**src/rtl/imm_gen_pipe_pkg.sv**
```systemverilog
// rtl/imm_gen_pipe_pkg.sv - shared encodings for the pipelined immediate generator
//
// Purpose: format-class encodings, RV opcode[6:2] values, C-extension
// quadrant/funct3 values, buffer state encoding and the per-entry metadata
// record shared by imm_decode_comb and imm_gen_pipe.
// Ports: none (package).

`ifndef INSR_LEN
`define INSR_LEN 32
`endif

package imm_gen_pipe_pkg;

  // Format class reported on fmt_o.
  typedef enum logic [2:0] {
    FMT_R = 3'd0,
    FMT_I = 3'd1,
    FMT_S = 3'd2,
    FMT_B = 3'd3,
    FMT_U = 3'd4,
    FMT_J = 3'd5
  } fmt_e;

  // 32-bit major opcodes, insr[6:2].
  localparam logic [4:0] OP_LOAD    = 5'b00000;
  localparam logic [4:0] OP_MISCMEM = 5'b00011;
  localparam logic [4:0] OP_OPIMM   = 5'b00100;
  localparam logic [4:0] OP_AUIPC   = 5'b00101;
  localparam logic [4:0] OP_OPIMM32 = 5'b00110;
  localparam logic [4:0] OP_STORE   = 5'b01000;
  localparam logic [4:0] OP_OP      = 5'b01100;
  localparam logic [4:0] OP_LUI     = 5'b01101;
  localparam logic [4:0] OP_OP32    = 5'b01110;
  localparam logic [4:0] OP_BRANCH  = 5'b11000;
  localparam logic [4:0] OP_JALR    = 5'b11001;
  localparam logic [4:0] OP_JAL     = 5'b11011;
  localparam logic [4:0] OP_SYSTEM  = 5'b11100;

  // Compressed quadrants, insr[1:0].
  localparam logic [1:0] CQ0 = 2'b00;
  localparam logic [1:0] CQ1 = 2'b01;

  // Compressed funct3, insr[15:13], grouped by quadrant.
  localparam logic [2:0] C0_ADDI4SPN = 3'b000;
  localparam logic [2:0] C0_LW       = 3'b010;
  localparam logic [2:0] C0_SW       = 3'b110;

  localparam logic [2:0] C1_ADDI     = 3'b000;
  localparam logic [2:0] C1_JAL      = 3'b001;
  localparam logic [2:0] C1_LI       = 3'b010;
  localparam logic [2:0] C1_LUI      = 3'b011;
  localparam logic [2:0] C1_MISC_ALU = 3'b100;
  localparam logic [2:0] C1_J        = 3'b101;
  localparam logic [2:0] C1_BEQZ     = 3'b110;
  localparam logic [2:0] C1_BNEZ     = 3'b111;

  localparam logic [2:0] C2_SLLI     = 3'b000;
  localparam logic [2:0] C2_LWSP     = 3'b010;
  localparam logic [2:0] C2_SWSP     = 3'b110;

  // Output buffer occupancy.
  typedef enum logic [1:0] {
    ST_EMPTY = 2'd0,
    ST_ONE   = 2'd1,
    ST_FULL  = 2'd2
  } buf_state_e;

  typedef struct packed {
    fmt_e fmt;
    logic is_c;
    logic illegal;
  } meta_t;

endpackage

```
**src/rtl/imm_decode_comb.sv**
```systemverilog
// rtl/imm_decode_comb.sv - combinational RV immediate / format decoder
//
// Purpose: map one raw instruction to its extended immediate, format class,
// compressed flag and illegal flag.
// Ports:
//   insr     in  32    raw instruction (16-bit ops in [15:0])
//   imm      out XLEN  extended immediate (0 for R-type and illegal)
//   fmt      out 3     format class
//   is_c     out 1     instruction is a 16-bit encoding
//   illegal  out 1     encoding not recognised

module imm_decode_comb
  import imm_gen_pipe_pkg::*;
#(
  parameter int XLEN      = 32,
  parameter int SUPPORT_C = 1
) (
  input  logic [`INSR_LEN-1:0] insr,
  output logic [XLEN-1:0]      imm,
  output fmt_e                 fmt,
  output logic                 is_c,
  output logic                 illegal
);

  logic [XLEN-1:0] imm_i, imm_s, imm_b, imm_u, imm_j;
  logic [XLEN-1:0] c_simm6, c_uimm6, c_addi4spn, c_lw, c_lwsp, c_swsp;
  logic [XLEN-1:0] c_addi16sp, c_lui, c_j, c_b;
  logic [2:0]      c_f3;

  assign c_f3 = insr[15:13];

  // 32-bit scatters, sign bit always insr[31].
  assign imm_i = {{(XLEN-12){insr[31]}}, insr[31:20]};
  assign imm_s = {{(XLEN-12){insr[31]}}, insr[31:25], insr[11:7]};
  assign imm_b = {{(XLEN-13){insr[31]}}, insr[31], insr[7], insr[30:25], insr[11:8], 1'b0};
  assign imm_u = {{(XLEN-31){insr[31]}}, insr[30:12], 12'b0};
  assign imm_j = {{(XLEN-21){insr[31]}}, insr[31], insr[19:12], insr[20], insr[30:21], 1'b0};

  // 16-bit scatters; signed forms extend from insr[12].
  assign c_simm6    = {{(XLEN-6){insr[12]}}, insr[12], insr[6:2]};
  assign c_uimm6    = {{(XLEN-6){1'b0}}, insr[12], insr[6:2]};
  assign c_addi4spn = {{(XLEN-10){1'b0}}, insr[10:7], insr[12:11], insr[5], insr[6], 2'b00};
  assign c_lw       = {{(XLEN-7){1'b0}}, insr[5], insr[12:10], insr[6], 2'b00};
  assign c_lwsp     = {{(XLEN-8){1'b0}}, insr[3:2], insr[12], insr[6:4], 2'b00};
  assign c_swsp     = {{(XLEN-8){1'b0}}, insr[8:7], insr[12:9], 2'b00};
  assign c_addi16sp = {{(XLEN-10){insr[12]}}, insr[12], insr[4:3], insr[5], insr[2], insr[6], 4'b0};
  assign c_lui      = {{(XLEN-18){insr[12]}}, insr[12], insr[6:2], 12'b0};
  assign c_j        = {{(XLEN-12){insr[12]}}, insr[12], insr[8], insr[10:9], insr[6], insr[7],
                       insr[2], insr[11], insr[5:3], 1'b0};
  assign c_b        = {{(XLEN-9){insr[12]}}, insr[12], insr[6:5], insr[2], insr[11:10],
                       insr[4:3], 1'b0};

  always_comb begin
    imm     = '0;
    fmt     = FMT_R;
    is_c    = 1'b0;
    illegal = 1'b0;
    if (insr[1:0] == 2'b11) begin
      case (insr[6:2])
        OP_LUI, OP_AUIPC: begin imm = imm_u; fmt = FMT_U; end
        OP_JAL:           begin imm = imm_j; fmt = FMT_J; end
        OP_JALR, OP_LOAD, OP_OPIMM, OP_MISCMEM, OP_SYSTEM: begin
          imm = imm_i; fmt = FMT_I;
        end
        OP_OPIMM32: begin
          if (XLEN == 64) begin imm = imm_i; fmt = FMT_I; end
          else illegal = 1'b1;
        end
        OP_STORE:  begin imm = imm_s; fmt = FMT_S; end
        OP_BRANCH: begin imm = imm_b; fmt = FMT_B; end
        OP_OP:     fmt = FMT_R;
        OP_OP32:   illegal = (XLEN != 64);
        default:   illegal = 1'b1;
      endcase
    end else begin
      is_c = 1'b1;
      if (SUPPORT_C == 0 || insr[15:0] == 16'h0000) begin
        illegal = 1'b1;
      end else begin
        case (insr[1:0])
          CQ0: begin
            case (c_f3)
              C0_ADDI4SPN: begin imm = c_addi4spn; fmt = FMT_I; end
              C0_LW:       begin imm = c_lw;       fmt = FMT_I; end
              C0_SW:       begin imm = c_lw;       fmt = FMT_S; end
              default:     fmt = FMT_R;
            endcase
          end
          CQ1: begin
            case (c_f3)
              C1_ADDI, C1_LI: begin imm = c_simm6; fmt = FMT_I; end
              // funct3 001 is C.ADDIW on RV64, C.JAL on RV32.
              C1_JAL: begin
                if (XLEN == 64) begin imm = c_simm6; fmt = FMT_I; end
                else begin imm = c_j; fmt = FMT_J; end
              end
              C1_LUI: begin
                if (insr[11:7] == 5'd2) begin imm = c_addi16sp; fmt = FMT_I; end
                else begin imm = c_lui; fmt = FMT_U; end
              end
              C1_MISC_ALU: begin
                case (insr[11:10])
                  2'b00, 2'b01: begin imm = c_uimm6; fmt = FMT_I; end
                  2'b10:        begin imm = c_simm6; fmt = FMT_I; end
                  default:      fmt = FMT_R;
                endcase
              end
              C1_J:            begin imm = c_j; fmt = FMT_J; end
              C1_BEQZ, C1_BNEZ: begin imm = c_b; fmt = FMT_B; end
              default:         fmt = FMT_R;
            endcase
          end
          default: begin
            case (c_f3)
              C2_SLLI: begin imm = c_uimm6; fmt = FMT_I; end
              C2_LWSP: begin imm = c_lwsp;  fmt = FMT_I; end
              C2_SWSP: begin imm = c_swsp;  fmt = FMT_S; end
              default: fmt = FMT_R;
            endcase
          end
        endcase
      end
    end
  end

endmodule

```
**src/rtl/imm_gen_pipe.sv**
```systemverilog
// rtl/imm_gen_pipe.sv - pipelined immediate generator with 2-entry output buffer
//
// Purpose: decode one instruction per cycle and hold results in a 2-entry
// FIFO so the producer runs at full rate under consumer backpressure.
// Ports:
//   clk_i, rst_i             clock, synchronous active-high reset
//   in_valid_i / in_ready_o  input handshake
//   insr_i [31:0]            raw instruction
//   flush_i                  drop all buffered entries and the current input
//   out_valid_o / out_ready_i output handshake
//   imm_o [XLEN-1:0], fmt_o [2:0], is_c_o, illegal_o  head entry fields

module imm_gen_pipe
  import imm_gen_pipe_pkg::*;
#(
  parameter int XLEN      = 32,
  parameter int SUPPORT_C = 1
) (
  input  logic                 clk_i,
  input  logic                 rst_i,
  input  logic                 in_valid_i,
  output logic                 in_ready_o,
  input  logic [`INSR_LEN-1:0] insr_i,
  input  logic                 flush_i,
  output logic                 out_valid_o,
  input  logic                 out_ready_i,
  output logic [XLEN-1:0]      imm_o,
  output logic [2:0]           fmt_o,
  output logic                 is_c_o,
  output logic                 illegal_o
);

  buf_state_e      state_q, state_d;
  logic [XLEN-1:0] imm_mem  [2];
  meta_t           meta_mem [2];
  logic            wr_ptr_q, rd_ptr_q;
  logic            push, pop;

  logic [XLEN-1:0] dec_imm;
  fmt_e            dec_fmt;
  logic            dec_is_c, dec_illegal;
  meta_t           dec_meta;

  imm_decode_comb #(
    .XLEN      (XLEN),
    .SUPPORT_C (SUPPORT_C)
  ) u_decode (
    .insr    (insr_i),
    .imm     (dec_imm),
    .fmt     (dec_fmt),
    .is_c    (dec_is_c),
    .illegal (dec_illegal)
  );

  assign dec_meta = '{fmt: dec_fmt, is_c: dec_is_c, illegal: dec_illegal};

  // Ready depends on registered state only (plus reset), never on out_ready_i.
  assign in_ready_o  = !rst_i && (state_q != ST_FULL);
  assign out_valid_o = (state_q != ST_EMPTY);
  assign push        = in_valid_i && in_ready_o && !flush_i;
  assign pop         = out_valid_o && out_ready_i;

  always_comb begin
    state_d = state_q;
    if (flush_i) begin
      state_d = ST_EMPTY;
    end else begin
      case (state_q)
        ST_EMPTY: if (push) state_d = ST_ONE;
        ST_ONE: begin
          if (push && !pop)      state_d = ST_FULL;
          else if (pop && !push) state_d = ST_EMPTY;
        end
        ST_FULL:  if (pop) state_d = ST_ONE;
        default:  state_d = ST_EMPTY;
      endcase
    end
  end

  always_ff @(posedge clk_i) begin
    if (rst_i) begin
      state_q  <= ST_EMPTY;
      wr_ptr_q <= 1'b0;
      rd_ptr_q <= 1'b0;
      for (int i = 0; i < 2; i++) begin
        imm_mem[i]  <= '0;
        meta_mem[i] <= '0;
      end
    end else begin
      state_q <= state_d;
      if (flush_i) begin
        // Re-align pointers so the next push becomes the head directly.
        wr_ptr_q <= 1'b0;
        rd_ptr_q <= 1'b0;
      end else begin
        if (push) begin
          imm_mem[wr_ptr_q]  <= dec_imm;
          meta_mem[wr_ptr_q] <= dec_meta;
          wr_ptr_q           <= !wr_ptr_q;
        end
        if (pop) rd_ptr_q <= !rd_ptr_q;
      end
    end
  end

  assign imm_o     = imm_mem[rd_ptr_q];
  assign fmt_o     = meta_mem[rd_ptr_q].fmt;
  assign is_c_o    = meta_mem[rd_ptr_q].is_c;
  assign illegal_o = meta_mem[rd_ptr_q].illegal;

endmodule

```
**config.mk**
```make
export PLATFORM = sky130hd
export DESIGN_NAME = imm_gen_pipe
export DESIGN_NICKNAME = d
export VERILOG_FILES = /design/src/rtl/imm_gen_pipe_pkg.sv /design/src/rtl/imm_decode_comb.sv /design/src/rtl/imm_gen_pipe.sv
export SDC_FILE = /design/constraint.sdc
export NUM_CORES = 1
export LEC_CHECK = 0
export CAP_MARGIN = 20
export CORE_ASPECT_RATIO = 1.4
export CORE_UTILIZATION = 50
export CTS_CLUSTER_SIZE = 14
export DETAILED_ROUTE_END_ITERATION = 10
export GPL_TIMING_DRIVEN = 0
export PLACE_DENSITY_LB_ADDON = 0.3
export SKIP_LAST_GASP = 1
export SYNTH_ARGS = -nofsm -noshare
export SYNTH_HDL_FRONTEND = slang
export SYNTH_SLANG_ARGS = --single-unit
```
**constraint.sdc**
```tcl
create_clock -name clk_i -period 2.2 [get_ports clk_i]
set_input_delay 0.44 -clock clk_i [delete_from_list [all_inputs] [get_ports clk_i]]
set_output_delay 0.44 -clock clk_i [all_outputs]
set_load 0.01 [all_outputs]
```
* Word-level counts from Yosys, hierarchy flattened
Memory sizes are Yosys's and may differ from the RTL's. A register that Yosys moved wholly into a read port is not among the register bits.
Cells that the tools add are included.
** Word-level totals
- Memories :: 2
- Memory bits (writable) :: 74
- Logic and storage cells :: 107
- Input port bits :: 37
- Register bits :: 4
** Memory list
- imm_mem :: words 2, bits a word 32, rd ports 1, clocked after Yosys merged registers in 1, wr ports 2, RTL line imm_gen_pipe.sv:34 : logic [XLEN-1:0] imm_mem [2];
- meta_mem :: words 2, bits a word 5, rd ports 1, clocked after Yosys merged registers in 1, wr ports 2, RTL line imm_gen_pipe.sv:35 : meta_t meta_mem [2];
** Cells by class
- Eq/ne operators :: 28
- Mux-type cells :: 42
- Reductions and logical operators :: 32
** Operators with widths (number)
- 32-bit one-hot mux with 5 select lines :: 2
- 32-bit one-hot mux with 2 select lines :: 2
- 32-bit two-way mux :: 3
- 32-bit OR reduction :: 1
- 3-bit one-hot mux with 5 select lines :: 2
- 8-bit one-hot mux with 3 select lines :: 1
- 5-bit equality test (second input constant) :: 4
- 10-bit one-hot mux with 2 select lines :: 1
- 1-bit two-way mux :: 19
- 17-bit two-way mux :: 1
- 16-bit zero test :: 1
- 5-bit by 4-bit equality test with 1-bit output (second input constant) :: 3
- 2-bit OR reduction :: 7
- 3-bit equality test (second input constant) :: 4
- 3-bit two-way mux :: 4
- 11-bit OR reduction :: 1
- 5-bit by 2-bit equality test with 1-bit output (second input constant) :: 2
- 5-bit by 3-bit equality test with 1-bit output (second input constant) :: 2
- 5-bit OR reduction :: 2
- 2-bit two-way mux :: 4
- 2-bit by 1-bit equality test with 1-bit output (second input constant) :: 3
- 2-bit equality test (second input constant) :: 3
- 3-bit by 2-bit equality test with 1-bit output (second input constant) :: 2
- 1-bit logical AND :: 6
- 13 further kinds :: 22

* Depth between registers and ports, before layout
- Depth in word-level cells :: 10
- Depth in mapped cells :: 8
- Depth with buffers taken out :: 8

* By module
Synthesis repeated with hierarchy kept, for this count alone.
** Second synthesis, totals
- Cells, all modules :: 488
- Area, all modules :: 5019.8 um2
** Modules (own cells, without submodules)
- imm_gen_pipe :: times used 1, area an instance 3460.8 um2, cells each 229, seq. area each 2322.2 um2
- imm_decode_comb :: times used 1, area an instance 1559.0 um2, cells each 259, seq. area each 0.0 um2

* Worst setup path before layout
OpenSTA, ideal clock, no wires.
- Path type :: input-to-reg
- Start point :: input rst_i
- End point :: memory imm_mem[0][0] (enable)
- Arrival time :: 1.844 ns
- Cell stages on the path :: 4
- Setup time :: 0.400 ns
- Path slack :: -0.044 ns
- Required time :: 1.800 ns
- Buffers on the path :: 1
- Cells stage by stage :: nor2_1 nand4b_1 buf_2 nand2b_1
** RTL lines
- start: declaration :: RTL line imm_gen_pipe.sv:20 : input logic rst_i,
- end: declaration :: RTL line imm_gen_pipe.sv:34

==> flow_summary.yaml <==
clocking:
  cts_buffers: 9
  cts.sinks: 79
  cts_root_buffer: "clkbuf_16"
  cts_tree: "built"
  clkLatencyLatePin_ns: 0.33
  clkSlewWorstSetupHoldPaths_ns: 0.06
  cts_max_level: 3
  cts_hold_buf: 0
  clk_path_buf_depth: 2
logic_synthesis:
  async_reset_ff_frac: 0
  synth_cells: 479
  synth_nets: 517
  ys_warn_count: 0
  synthFlopType: "edfxtp_1"
  syn-mean-instance-area_um2: 10.5
  synth_cell_types: 72
  synth-seq-cells: 79
  synthAdderAreaFrac: 0.00249
  synthMuxAreaShare: 0.0954
  synth_top_family_by_area: "compound AO/OA/AOI/OAI gates"
  synth-simple-area-share: 0.181
  synth_top_cell_area_share: 0.443
  synth_area_leaders: "edfxtp_1, mux2_2, nor2_1, a21oi_1, a22o_1"
  synthXorXnorAreaFrac: 0.00523
  yosysTopAreaCell: "edfxtp_1"
  synth_compound_area_frac: 0.212
  synth-edff-count: 74
  synthesis.area_um2: 5020
  synth.yosys.seq_area_share: 0.462
grt:
  grt_usage: 0.290
  grt_pass1_wl_mm: 22.7
  grt_pass1_vias: 4233
  grt_max_degree: 38
  gr-total-overflow: 0
  antenna_found_initial: 0
final_layout:
  multi_input_area_um2: 2730
  final_cell_mix: "edfxtp_1, nor2_1, mux2_2, clkdlybuf4s50_1, a21oi_1"
  nNetsFinal: 611
  area_growth_pct: 32.5
  finalNonFillerCells: 710
  final_common_cell: "edfxtp_1"
  diodes: 0
  seqCellArea_um2: 2330
  drive_above_1_share: 0.270
  nFillCells: 699
worst_setup_path:
  cp_top_family: "simple AND/OR/NAND/NOR gates"
  cp_slowest_cell: "or3b_2"
  worstPathRequired_ns: 2.36
  startpoint_type: "input port"
  worstSetupPathType: "input port to register"
  critPathBufInv: 3
  cp_slowest_stage_delay_ns: 0.54
  r2r_setup_slack_ns: 0.23
  crit_chain: "clkdlybuf4s50_1 -> buf_2 -> or3b_2 -> nor2_1 -> clkbuf_4 -> a21oi_2 -> nor2_1"
  worstPathArrival_ns: 2.35
  endpoint_kind: "register"
  cp_common_cell: "nor2_1"
  r2r_cells: 4
  cp_max_fo: 10
  rr_endpoint: "imm_mem[1][23]$_SDFFCE_PN0P_"
  r2r-start: "state_q[0]$_SDFFE_PP0P_"
power_and_ir_drop:
  comb_power_share: 0.189
  power_density_nw_per_um2: 572
  p_clk_frac: 0.357
  swShare: 0.270
  p_int_mw: 2.78
  vdd_drop_max_mv: 0.413
  leakagePower_nw: 2.65
  p_sw_mw: 1.03
  power_frac_seq: 0.453
placed_design:
  io_buffers: 69
  finalWeightedCongestion: 1.02
  post-dp-hpwl_mm: 10.6
  place_inst: 680
  place_ws_ns: -0.715
sta:
  maxSlewViolCount: 0
  finalCritPeriodShare: 0.997
  clock.fmax_mhz: 456
  finalSetupTns_ns: 0
  finalHoldViolCount: 0
  finalSetupViolCount: 0
  rsz0062_at_grt: "yes"
  slew_headroom: 0.380
  clock_skew_ns: 0.00519
  worstMarginPinSlew_ns: 0.928
  finalWorstSetupSlack_ns: 0.00603
  period_needed_ns: 2.19
floorplanning:
  core_um2: 9620
  die_w_um: 86.7
  initial_core_util: 0.522
  die_area_um2: 10500
  rows: 42
  die_h_um: 121
  ios: 76
drt:
  drtIter0Drc: 425
  vias: 4424
  dr.pass1.iters: 5
  drc: 0
  drtAntennaViolNets: 0
  wire_per_inst_um: 21.3
  wl_mm: 15.1
  vias_per_cell: 6.23
outcome:
  status: "finished clean"
job:
  max_cap_violations: 0
hold_path:
  hold_class: "register to register"
  hold-path-endpoint: "rd_ptr_q$_SDFFE_PP0P_"
  worstHoldStart: "rd_ptr_q$_SDFFE_PP0P_"
  whs_path_depth: 2
stage by stage:
stage,util,area [um^2],hold slack (ns),power [mW]
6_report,0.692,6650,0.508,3.80
5_1_grt,0.692,6650,0.545,3.92
4_1_cts,0.661,6360,0.511,3.74
3_5_place_dp,0.612,5880,0.497,2.40
3_3_place_gp,0.612,5880,0.498,2.39
2_1_floorplan,-,5030,0.472,2.13
cell type report:
type,count,area share
Buffer,37,0.0404
Clock buffer,9,0.0339
Clock inverter,7,0.00715
Inverter,5,0.00282
Multi-Input combinational cell,355,0.410
Sequential cell,79,0.350
Tap cell,132,0.0248
Timing Repair Buffer,86,0.132
per-layer routing:
layer	vias up	track usage	wire length [um]
met1	2133	0.367	5890
met3	37	0.0389	985
met5	-	0	0
met4	0	0.154	532
li1	2020	-	-
met2	234	0.478	7720
registers in the layout (all words and copies together) (netlist names), named ones only:
register,flops
imm_mem,64
wr_ptr_q,1
rd_ptr_q,1
state_q,2
meta_mem,10
worst max-delay path by stage:
| stage | slack [ns] | end | cells past startpoint | start |
|---|---|---|---|---|
| after floorplan | 0.21 | imm_mem[0][26]$_SDFFCE_PN0P_ | 7 | insr_i[2] |
| after global placement | -0.70 | imm_mem[1][10]$_SDFFCE_PN0P_ | 6 | insr_i[12] |
| after detailed placement | -0.71 | imm_mem[0][10]$_SDFFCE_PN0P_ | 6 | insr_i[12] |
| after CTS | -0.19 | imm_mem[1][23]$_SDFFCE_PN0P_ | 5 | rst_i |
| after global routing | -0.07 | imm_mem[0][5]$_SDFFCE_PN0P_ | 7 | rst_i |
| final | 0.006 | imm_mem[1][30]$_SDFFCE_PN0P_ | 7 | insr_i[6] |
synthesized netlist by cell type, drive strengths merged (3+ instances only):
cell type	n
mux2i	4
buf	25
xor2	3
o211ai	6
or2	4
and2	7
nor3	8
nand2	25
a211oi	5
a21o	8
a32o	5
mux2	39
nor2b	8
nand3b	4
a22o	20
a21bo	3
nand2b	7
and3b	4
nand3	6
o21ai	20
edfxtp	74
a22oi	6
inv	5
nor2	65
a21oi	39
dfxtp	5
a311o	5
o31ai	4
nand4	3
nor4	8
clkbuf	15
power by group through the flow:
stage	registers (mW)	clock network [mW]	logic [mW]
final	1.72	1.36	0.721
after global routing	1.73	1.42	0.766
after CTS	1.72	1.35	0.663
after detailed placement	1.76	0	0.643
after global placement	1.75	0	0.639
after floorplan	1.75	0	0.377
timing repair:
action,in CTS,in global routing
setup buffers,7,9
cloned,0,1
gates resized for setup,60,56
pin swaps,8,9
setup endpoints to repair,181,156
cells by family (layout without fill, tap and decap cells):
kind of cell,after synthesis,after routing
compound gates,146,146
xor+xnor,3,3
fa+ha+maj,1,1
buf+inv,45,144
flops,79,79
mux,43,43
simple gates,162,162
worst reg2reg max path: stages, from the launching register on:
cell      delay (ns)
dfxtp_1         0.39
nand2b_1        0.21
nand4_1         0.24
buf_2           0.29
nand2b_4        0.44
Power figures use the tool's default switching activity.
